==> config.mk <==
export PLATFORM = sky130hd
export DESIGN_NAME = conv_encoder_k3
export DESIGN_NICKNAME = d
export VERILOG_FILES = /design/src/rtl/viterbi_pkg.sv /design/src/rtl/conv_enc_parity.sv /design/src/rtl/conv_encoder_k3.sv
export SDC_FILE = /design/constraint.sdc
export NUM_CORES = 1
export LEC_CHECK = 0
export BUFFER_PORTS_ARGS = -buffer_cell sky130_fd_sc_hd__buf_2
export CAP_MARGIN = 20
export CORE_AREA = 10 10 47 49
export CTS_CLUSTER_DIAMETER = 80
export CTS_CLUSTER_SIZE = 14
export DETAILED_ROUTE_END_ITERATION = 10
export DIE_AREA = 0 0 57 59
export PLACE_DENSITY_LB_ADDON = 0.05
export SLEW_MARGIN = 20
export SYNTH_ARGS = -nofsm -noshare
export SYNTH_HDL_FRONTEND = slang
export SYNTH_SLANG_ARGS = --single-unit
==> constraint.sdc <==
create_clock -name clk -period 1.1 [get_ports clk]
set_clock_uncertainty 0.1 [all_clocks]
set_input_delay 0.11 -clock clk [delete_from_list [all_inputs] [get_ports clk]]
set_output_delay 0.11 -clock clk [all_outputs]
set_load 0.005 [all_outputs]
==> src/rtl/viterbi_pkg.sv <==
// Types and default code parameters shared by the K=3 convolutional encoder
// and the Viterbi decoder's branch-metric unit.
package viterbi_pkg;
  localparam int         K_DEF  = 3;
  localparam logic [2:0] G0_DEF = 3'b111;
  localparam logic [2:0] G1_DEF = 3'b101;

  typedef logic [1:0] code_sym_t;

  typedef enum logic {DATA, TAIL} enc_state_t;
endpackage

==> src/rtl/conv_enc_parity.sv <==
// Combinational window-to-symbol map: sym = {parity(window & G1), parity(window & G0)}.
// The decoder's expected-symbol generator uses the same map.
module conv_enc_parity
  import viterbi_pkg::*;
#(
  parameter int           K  = K_DEF,
  parameter logic [K-1:0] G0 = G0_DEF,
  parameter logic [K-1:0] G1 = G1_DEF
) (
  input  logic [K-1:0] window,
  output code_sym_t    sym
);
  assign sym = {^(window & G1), ^(window & G0)};
endmodule

==> src/rtl/conv_encoder_k3.sv <==
// Rate-1/2 feed-forward convolutional encoder, K-1 zero tail bits per frame.
// Optional CONV_ENC_ERRINJ_EN adds err_mask[1:0], which is XORed into each loaded symbol.
module conv_encoder_k3
  import viterbi_pkg::*;
#(
  parameter int           K  = K_DEF,
  parameter logic [K-1:0] G0 = G0_DEF,
  parameter logic [K-1:0] G1 = G1_DEF
) (
  input  logic      clk,
  input  logic      reset,
  input  logic      in_valid,
  input  logic      in_bit,
  input  logic      in_last,
  output logic      in_ready,
  output logic      out_valid,
  output code_sym_t out_sym,
  output logic      out_last,
  input  logic      out_ready,
`ifdef CONV_ENC_ERRINJ_EN
  input  logic [1:0] err_mask,
`endif
  output logic      busy
);
  localparam int           TW       = (K > 2) ? $clog2(K - 1) : 1;
  localparam logic [TW-1:0] TAIL_END = TW'(K - 2);

  enc_state_t    state;
  logic [K-2:0]  sr;
  logic [TW-1:0] tail_cnt;

  logic          adv_p0;
  logic          load_p0;
  logic          u_p0;
  logic          tail_end_p0;
  logic [K-1:0]  win_p0;
  code_sym_t     sym_p0;
  code_sym_t     err_p0;

  code_sym_t     sym_p1;
  logic          vld_p1;
  logic          last_p1;

  // Stage 0: window formation, parity and load decision
  assign adv_p0      = ~vld_p1 | out_ready;
  assign in_ready    = (state == DATA) & adv_p0;
  assign load_p0     = (state == DATA) ? (in_valid & adv_p0) : adv_p0;
  assign u_p0        = (state == DATA) ? in_bit : 1'b0;
  assign win_p0      = {u_p0, sr};
  assign tail_end_p0 = (state == TAIL) & (tail_cnt == TAIL_END);

`ifdef CONV_ENC_ERRINJ_EN
  assign err_p0 = err_mask;
`else
  assign err_p0 = '0;
`endif

  conv_enc_parity #(.K(K), .G0(G0), .G1(G1)) u_parity (
    .window (win_p0),
    .sym    (sym_p0)
  );

  // Stage 1: single output register; the shift register always advances on
  // the uncorrupted window so injected errors never reach the encoder state
  always_ff @(posedge clk or posedge reset) begin
    if (reset) begin
      state    <= DATA;
      sr       <= '0;
      tail_cnt <= '0;
      vld_p1   <= 1'b0;
      sym_p1   <= '0;
      last_p1  <= 1'b0;
    end else begin
      if (load_p0) begin
        sym_p1  <= sym_p0 ^ err_p0;
        vld_p1  <= 1'b1;
        last_p1 <= tail_end_p0;
        sr      <= win_p0[K-1:1];
      end else if (out_ready) begin
        vld_p1  <= 1'b0;
      end

      case (state)
        DATA: begin
          if (load_p0 && in_last) begin
            state    <= TAIL;
            tail_cnt <= '0;
          end
        end
        TAIL: begin
          if (load_p0) begin
            if (tail_end_p0) begin
              state    <= DATA;
              tail_cnt <= '0;
            end else begin
              tail_cnt <= tail_cnt + TW'(1);
            end
          end
        end
        default: state <= DATA;
      endcase
    end
  end

  assign out_valid = vld_p1;
  assign out_sym   = sym_p1;
  assign out_last  = last_p1;
  assign busy      = (state == TAIL) | vld_p1;
endmodule

==> impl_metrics.toml, run 1 <==
[run_status]
status = "finished with violations"
violations = "negative setup slack"

[clocking]
clockBufferDepth = 2
clock_slew_seen_by_the_registers_of_the_worst_setup_and_hold_paths_ns = 0.05
h-tree-depth = 1
numCtsBuffers = 3
worstSkewPairLatency_ns = 0.25
clk_root_buffer_cell = "clkbuf_4"
clock_sinks = 8
tritoncts_clock_tree = "built"

[sta]
max_slew_margin_pct = 80.02
final_max_slew_viol_count = 0
setup-violations-final = 9
final.period_utilization_pct = 121.6
rsz0062_at_grt = "yes"
postLayoutSetupSlackWorst_ns = -0.2375
transition_time_at_the_pin_with_the_least_slew_margin_ns = 0.2994
hold_viol = 0
finalWorstPathRequiredPeriod_ns = 1.338
fmaxAchievable_mhz = 747.7

[finish]
final_design_area_no_fill_um2 = 606.8
postLayoutCoreUtil_pct = 43.30
num_antenna_cells = 0
area.growth.synth_to_final_pct = 55.95
layout_cell_share_with_drive_strength_beyond_1_pct = 67.92
final_cells = 69
finalNetCount = 61

[detailed_routing]
post-route-drc-count = 0
vias_per_instance = 4.696
finalWirelength_um = 917
first_pass_iters = 2
post_drt_wl_per_cell_um = 13.29
drt_iter0_markers = 2
antenna_violating_nets_post_route = 0
vias_after_detailed_routing = 324

[setup_path]
worstPathRequired_ns = 1.13
endpoint_kind = "flop"
arrival_time_worst_endpoint_ns = 1.37
start_kind = "flop"
cp_top_family = "flip-flops"
slowest_delay_ns = 0.41
critical_path_top_delay_cell = "dfrtp_2"
reg2reg_from = "state"
crit_fanout = 5
critPathBufInv = 1
setup.worst_path.start = "state"
critical_path.cell_chain = "buf_6, o21ai_4, mux2_2"
critical_path_class = "reg2reg"

[yosys]
synth_cells = 31
ys.flop_type = "dfrtp_1"
number_of_enable_flip_flop_cells_after_synthesis = 0
synth.yosys.seq_area_share_pct = 51.45
synth_area_um2 = 389.1
synth_area_leaders = "dfrtp_1, mux2_2, xnor2_1"
synthDistinctLibCells = 18
synth_most_common_cell = "dfrtp_1"
synth_nets = 37
post_synthesis_async_set_or_reset_flop_share_pct = 100.0
syn_area_per_cell_um2 = 12.55
synth.largest_area_cell = "dfrtp_1"
synth_top_cells_by_count = "dfrtp_1, mux2_2, a31oi_1, o21ai_0, xnor2_1"
yosys_warnings = 0
register_bit_count_reported_by_yosys = 8
synth_largest_type_area_fraction_pct = 51.45

[global_routing]
grt_use_total_pct = 5.744
grt_max_degree = 9
global_route_wire_length_before_repair_mm = 1.511
globalRoute.totalOverflow = 0
grt_pass1_vias = 348
number_of_antenna_violations_at_the_first_check_in_global_routing = 0

[floorplan]
floorplan.initialDensity_pct = 27.77
die_h_um = 59
floorplan.io_pins = 12
fp.dieW_um = 57
core_region_area_mm2 = 0.001401
fp.dieArea_mm2 = 0.003363
floorplan.rows = 14

[run]
drv_cap = 0

[min_path]
hold_path.startpoint = "in_valid"
worst_hold_path_type = "in2reg"

[pwr]
ir_worst_vdd_mv = 1.068
cellPowerDensity_mw_per_mm2 = 2685
leakage_nw = 0.2880

[placed_design]
placement.cell_area_um2 = 498.0
post-place-cells = 63
post-place-ws_ns = -0.1493
io_buffers = 11
gp_congestion = 0.7392
final timing paths:
| check | end | slack [ns] | depth (start not counted) |
|---|---|---|---|
| worst max-delay path | out_sym[1] | -0.24 | 3 |
| worst min-delay path | out_valid | 0.08 | 2 |
| worst max register to register | out_sym[1] | -0.24 | 3 |
| worst min register to register | out_last | 0.40 | 1 |
| max in group asynchronous | state | 0.40 | 3 |
| min in group asynchronous | out_sym[1] | 0.25 | 3 |
layout make-up:
class | instances | area [um2]
multi-input combinational | 21 | 212.7
sequential | 8 | 201.4
timing repair buffer | 20 | 146.4
tap | 16 | 20.02
inverter | 1 | 3.754
fill | 133 | 794.5
clock buffer | 3 | 22.52
worst register-to-register path: stages, from the launching register on:
cell and delay [ns]:
dfrtp_2 0.41, buf_6 0.14, o21ai_4 0.22, mux2_2 0.36
per-stage QoR:
stage | TNS [ns] | total power [mW] | hold WS [ns]
floorplan | -0.4650 | 0.9132 | -0.1743
global placement | -0.7926 | 1.152 | -0.03438
detailed placement | -0.9461 | 1.162 | -0.02788
CTS | -1.503 | 1.544 | 0.03339
global route | -1.838 | 1.760 | 0.08205
finish | -1.576 | 1.629 | 0.07517
sequential cells by signal, indices dropped and copies added (netlist names):
register / count
state: 1
out_last: 1
out_valid: 1
sr: 2
out_sym: 2
tail_cnt: 1
cells in the final DEF, fill, tap and decap left out, drive strengths merged, types with 2 or more instances in the layout:
master,instances
buf,19
dfrtp,8
mux2,4
clkbuf,3
o21ai,3
a31oi,2
xnor2,2
nor2b,2
report_power, final:
group          leakage (nW)  total, mW  internal, mW  switching, mW
logic                 0.179      0.880         0.541          0.339
clock network        0.0138      0.213         0.124         0.0887
registers            0.0956      0.536         0.433          0.103
total                 0.288       1.63          1.10          0.531
kinds of logic (layout without fill, tap and decap cells):
group,count (synthesis),in the layout,share of synthesized area [%]
flip-flops,8,8,51.45
AO/OA/AOI/OAI,7,7,13.83
AND/OR/NAND/NOR,7,7,12.54
multiplexers,4,4,11.57
XOR/XNOR,3,3,6.754
buffers and inverters,2,24,3.857
per-layer routing:
layer / GRT usage, % / wire length (um)
met3: 4.292 / 86
met2: 9.767 / 481
met4: 2.013 / 6
met1: 5.206 / 342
met5: 0 / 0
what timing repair did:
item / CTS / global route
gates resized for setup: 10 / 8
buffers inserted: 2 / 0
hold buffers: 1 / 0
endpoints found under the setup margin: 10 / 10
pin swaps: 1 / 0
hold endpoints to repair: 8 / 0
No activity file was read; power rests on OpenSTA's default activity.
==> run 2, diff against run 1 <==
CTS_BUF_LIST = sky130_fd_sc_hd__clkbuf_8   (was default)
==> run 2 against run 1 <==
  * The run still ends with negative setup slack left
  * Total power increased by 11%
  * Non-clock buffer count is 1 higher
  * Utilization increased by 2.7 points
  * Count of clock-buffer cells in the layout unchanged
  * Sequential share of layout area shrank 1.9 points
  * Clock power up 55%
  * Cell count rose by 1.4%
  * Critical path depth unchanged
  * Sequential power about the same
  * Register-to-register slack worse by 0.02 ns
  * Highest routed layer is now met3
  * Global-route usage up 0.17 points
==> impl_metrics.toml, run 2 (synthesis results as in run 1) <==
[run_status]
status = "finished with violations"
violations = "negative setup slack"

[setup_path]
arrival_time_worst_endpoint_ns = 1.35
critPathBufInv = 1
critical_path_class = "reg2reg"
critical_path.cell_chain = "buf_6, o21ai_4, mux2_4"
worstPathRequired_ns = 1.10
regToRegSetupSlack_ns = -0.25
reg2reg_from = "state"
setup.worst_path.start = "state"
cp_top_family = "flip-flops"
endpoint_kind = "flop"
start_kind = "flop"
crit_fanout = 5
critical_path_top_delay_cell = "dfrtp_2"
slowest_delay_ns = 0.41

[sta]
max_slew_margin_pct = 79.83
hold_slack_ns = 0.1072
final_max_slew_viol_count = 0
transition_time_at_the_pin_with_the_least_slew_margin_ns = 0.3022
fin_tns_setup_ns = -1.798
finalWorstPathRequiredPeriod_ns = 1.353
postLayoutSetupSlackWorst_ns = -0.2531
rsz0062_at_grt = "yes"
final.period_utilization_pct = 123.0
setup-violations-final = 9
fmaxAchievable_mhz = 739.1
hold_viol = 0

[finish]
layout_cell_share_with_drive_strength_beyond_1_pct = 68.52
final_cells = 70
finalNetCount = 62
area.growth.synth_to_final_pct = 65.59
postLayoutCoreUtil_pct = 45.98
num_antenna_cells = 0
final_design_area_no_fill_um2 = 644.4
commonest_non_fill_non_tap_cell_in_the_layout = "buf_2"
layout_common_cells = "buf_2, dfrtp_1, buf_6, mux2_4, buf_4"

[pwr]
leakage_nw = 0.3092
cellPowerDensity_mw_per_mm2 = 2810
p_total_mw = 1.810
ir_worst_vdd_mv = 1.316

[detailed_routing]
antenna_violating_nets_post_route = 0
post-route-drc-count = 0
drt_iter0_markers = 3
post_drt_wl_per_cell_um = 14.30
finalWirelength_mm = 1.001
vias_after_detailed_routing = 320
first_pass_iters = 3
vias_per_instance = 4.571

[placed_design]
io_buffers = 11
post-place-cells = 63
gp_congestion = 0.7392
post-place-ws_ns = -0.1493
placement.cell_area_um2 = 498.0

[floorplan]
core_region_area_mm2 = 0.001401
fp.dieArea_mm2 = 0.003363
floorplan.initialDensity_pct = 27.77
fp.dieW_um = 57
floorplan.rows = 14
die_h_um = 59
floorplan.io_pins = 12

[clocking]
h-tree-depth = 1
clock_sinks = 8
numCtsBuffers = 3
clock_slew_seen_by_the_registers_of_the_worst_setup_and_hold_paths_ns = 0.04
worstSkewPairLatency_ns = 0.22
clk_root_buffer_cell = "clkbuf_8"
clockBufferDepth = 2
tritoncts_clock_tree = "built"

[global_routing]
grt_max_degree = 9
global_route_wire_length_before_repair_mm = 1.566
grt_pass1_vias = 366
grt_use_total_pct = 5.918
number_of_antenna_violations_at_the_first_check_in_global_routing = 0
globalRoute.totalOverflow = 0

[min_path]
worst_hold_path_type = "in2reg"
hold_path.startpoint = "in_valid"

[run]
drv_cap = 0
run 2: cell types whose count changed in the layout (fill, tap and decap cells not counted), sizes merged:
cell	delta
buf	+1
run 2: area by class of cell:
| cell class | count | area (um2) |
|---|---|---|
| Multi-Input combinational cell | 21 | 220.2 |
| Fill cell | 135 | 757.0 |
| Timing Repair Buffer | 21 | 157.7 |
| Tap cell | 16 | 20.02 |
| Inverter | 1 | 3.754 |
| Clock buffer | 3 | 41.29 |
| Sequential cell | 8 | 201.4 |
run 2: final timing paths:
check | endpoint | cells after the start
setup / recovery | sr[1] | 3
setup reg to reg | sr[1] | 3
hold / removal | out_valid | 2
hold reg to reg | out_last | 1
min in group asynchronous | out_sym[1] | 3
max in group asynchronous | state | 3
run 2: repair_timing:
item                       CTS  global route
pin swaps                    2             2
setup endpoints to repair   10            10
hold endpoints to repair     8             0
hold buffers                 1             0
buffers inserted             3             0
gates resized for setup      8            13
run 2: power by group:
part,switching [mW],internal (mW)
clock,0.0960,0.235
combinational,0.355,0.586
sequential,0.104,0.434
total,0.555,1.26
run 2: metal layers:
metal | vias up | GRT usage, % | share of wire (%)
met3 | 0 | 3.863 | 9.7
met1 | 157 | 5.327 | 36
met5 | - | 0 | 0
met4 | 0 | 2.013 | 0
li1 | 155 | - | -
met2 | 8 | 10.54 | 54
==> run 3, diff against run 2 <==
BUFFER_PORTS_ARGS = default   (was -buffer_cell sky130_fd_sc_hd__buf_2)
DONT_BUFFER_PORTS = 1   (was default)
==> run 3 against run 2 <==
  * The flow still finishes with violations (negative setup slack)
  * Highest routed layer unchanged
  * First-iteration DRC count is 67% higher
  * Sequential cell count stayed put
  * Cell area is 14% lower
  * Sequential power is 3% higher
  * Total power is 15% lower
  * Cell count is 17% lower
  * Worst setup slack better by 0.12 ns
  * Hold slack worse by 0.081 ns
  * Critical endpoint is now out_sym[0]
  * Combinational power is 31% lower
  * Critical path type unchanged
  * Via count is 18% lower
==> impl_metrics.toml, run 3 (synthesis results as in run 1) <==
[run_status]
status = "finished with violations"
violations = "negative setup slack"

[clocking]
worstSkewPairLatency_ns = 0.22
clk_root_buffer_cell = "clkbuf_8"
clockBufferDepth = 2
tritoncts_clock_tree = "built"
clock_slew_seen_by_the_registers_of_the_worst_setup_and_hold_paths_ns = 0.04
clock_sinks = 8
numCtsBuffers = 3
h-tree-depth = 1

[pwr]
ir_worst_vdd_mv = 1.050
cellPowerDensity_mw_per_mm2 = 2778
leakage_nw = 0.2503

[detailed_routing]
vias_per_instance = 4.517
drt_iter0_markers = 5
finalWirelength_um = 875
first_pass_iters = 5
antenna_violating_nets_post_route = 0
post_drt_wl_per_cell_um = 15.09
vias_after_detailed_routing = 262
met3_length_um = 108
wirelength_met1_um = 301
post-route-drc-count = 0
topRoutingLayerUsed = "met3"
met2RoutedLength_um = 464

[setup_path]
worstPathRequired_ns = 1.11
start_kind = "flop"
crit_fanout = 3
critical_path.cell_chain = "buf_6, nor2b_4, xnor2_1, mux2_2"
critical_path_top_delay_cell = "dfrtp_2"
slowest_delay_ns = 0.43
arrival_time_worst_endpoint_ns = 1.24
endpoint_kind = "flop"
critical_path_class = "reg2reg"

[global_routing]
grt_use_total_pct = 5.300
grt_max_degree = 9
number_of_antenna_violations_at_the_first_check_in_global_routing = 0
globalRoute.totalOverflow = 0
global_route_wire_length_before_repair_mm = 1.311
grt_pass1_vias = 267

[finish]
num_antenna_cells = 0
commonest_non_fill_non_tap_cell_in_the_layout = "dfrtp_1"
layout_common_cells = "dfrtp_1, buf_6, mux2_2, clkbuf_8"
final_cells = 58
finalNetCount = 50
area.growth.synth_to_final_pct = 43.09
final.fill_count = 146
postLayoutCoreUtil_pct = 39.73
layout_cell_share_with_drive_strength_beyond_1_pct = 52.38
final_design_area_no_fill_um2 = 556.8

[floorplan]
floorplan.io_pins = 12
core_region_area_mm2 = 0.001401
floorplan.initialDensity_pct = 27.77
fp.dieW_um = 57
die_h_um = 59
fp.dieArea_mm2 = 0.003363
floorplan.rows = 14

[sta]
postLayoutSetupSlackWorst_ns = -0.1346
max_slew_margin_pct = 79.76
rsz0062_at_grt = "yes"
setup-violations-final = 10
fmaxAchievable_mhz = 810.0
transition_time_at_the_pin_with_the_least_slew_margin_ns = 0.3033
finalWorstPathRequiredPeriod_ns = 1.235
final_max_slew_viol_count = 0
hold_slack_ns = 0.02589
hold_viol = 0
final.period_utilization_pct = 112.2

[run]
drv_cap = 0

[placed_design]
placement.cell_area_um2 = 427.9
gp_congestion = 0.6842
post-place-cells = 50
dp_hpwl_um = 588.9
io_buffers = 0

[min_path]
worst_hold_path_type = "in2reg"
[run 3: cell count changes in the layout (fill, tap and decap cells not counted), sizes merged]
cell / delta
buf: -13
dlygate4sd3: +1
[run 3: final cells by class]
| type | instances | area (um2) | share of cell area [%] |
|---|---|---|---|
| multi-input combinational | 21 | 198.9 | 35.73 |
| clock buffer | 3 | 41.29 | 7.416 |
| sequential | 8 | 201.4 | 36.18 |
| timing repair buffer | 9 | 91.34 | 16.40 |
| tap | 16 | 20.02 | 3.596 |
| inverter | 1 | 3.754 | 0.6742 |
[run 3: path summary, 6_finish.rpt]
kind                       slack [ns]         end  cells after the start      from
setup / recovery                -0.13  out_sym[0]                      4     state
min in group asynchronous        0.18       sr[1]                      2     reset
max in group asynchronous        0.47       state                      2     reset
hold reg to reg                  0.40    tail_cnt                      1  tail_cnt
hold / removal                   0.03       state                      2   in_last
setup reg to reg                -0.13  out_sym[0]                      4     state
[run 3: per-stage QoR]
| stage | setup slack [ns] | setup TNS, ns | power, mW |
|---|---|---|---|
| after global placement | -0.1152 | -0.5258 | 1.018 |
| after global routing | -0.1878 | -1.216 | 1.659 |
| final | -0.1346 | -0.8104 | 1.547 |
| after floorplan | -0.1162 | -0.4650 | 0.9132 |
| after detailed placement | -0.1274 | -0.5850 | 1.022 |
| after CTS | -0.1347 | -0.8840 | 1.559 |
[run 3: power by group]
part	switching [mW]	leakage (nW)	internal (mW)
logic	0.243	0.133	0.405
registers	0.118	0.0956	0.434
clock network	0.110	0.0216	0.237
total	0.471	0.250	1.08
[run 3: routing by layer]
layer,vias up,track usage [%]
met5,-,0
met4,0,4.027
met3,0,3.863
met2,8,8.837
met1,124,4.217
li1,130,-
[run 3: worst max-delay path: cells and delay by family (launching register included)]
| kind | cells | cell delay, ns |
|---|---|---|
| buf+inv | 1 | 0.13 |
| simple gates | 1 | 0.14 |
| mux | 1 | 0.25 |
| xor+xnor | 1 | 0.07 |
| flops | 1 | 0.43 |
[run 3: what timing repair did]
action,in CTS,in global routing
hold buffers,2,0
buffers inserted,3,0
pin swaps,3,1
hold endpoints to repair,9,0
endpoints found under the setup margin,8,10
gates resized for setup,14,1
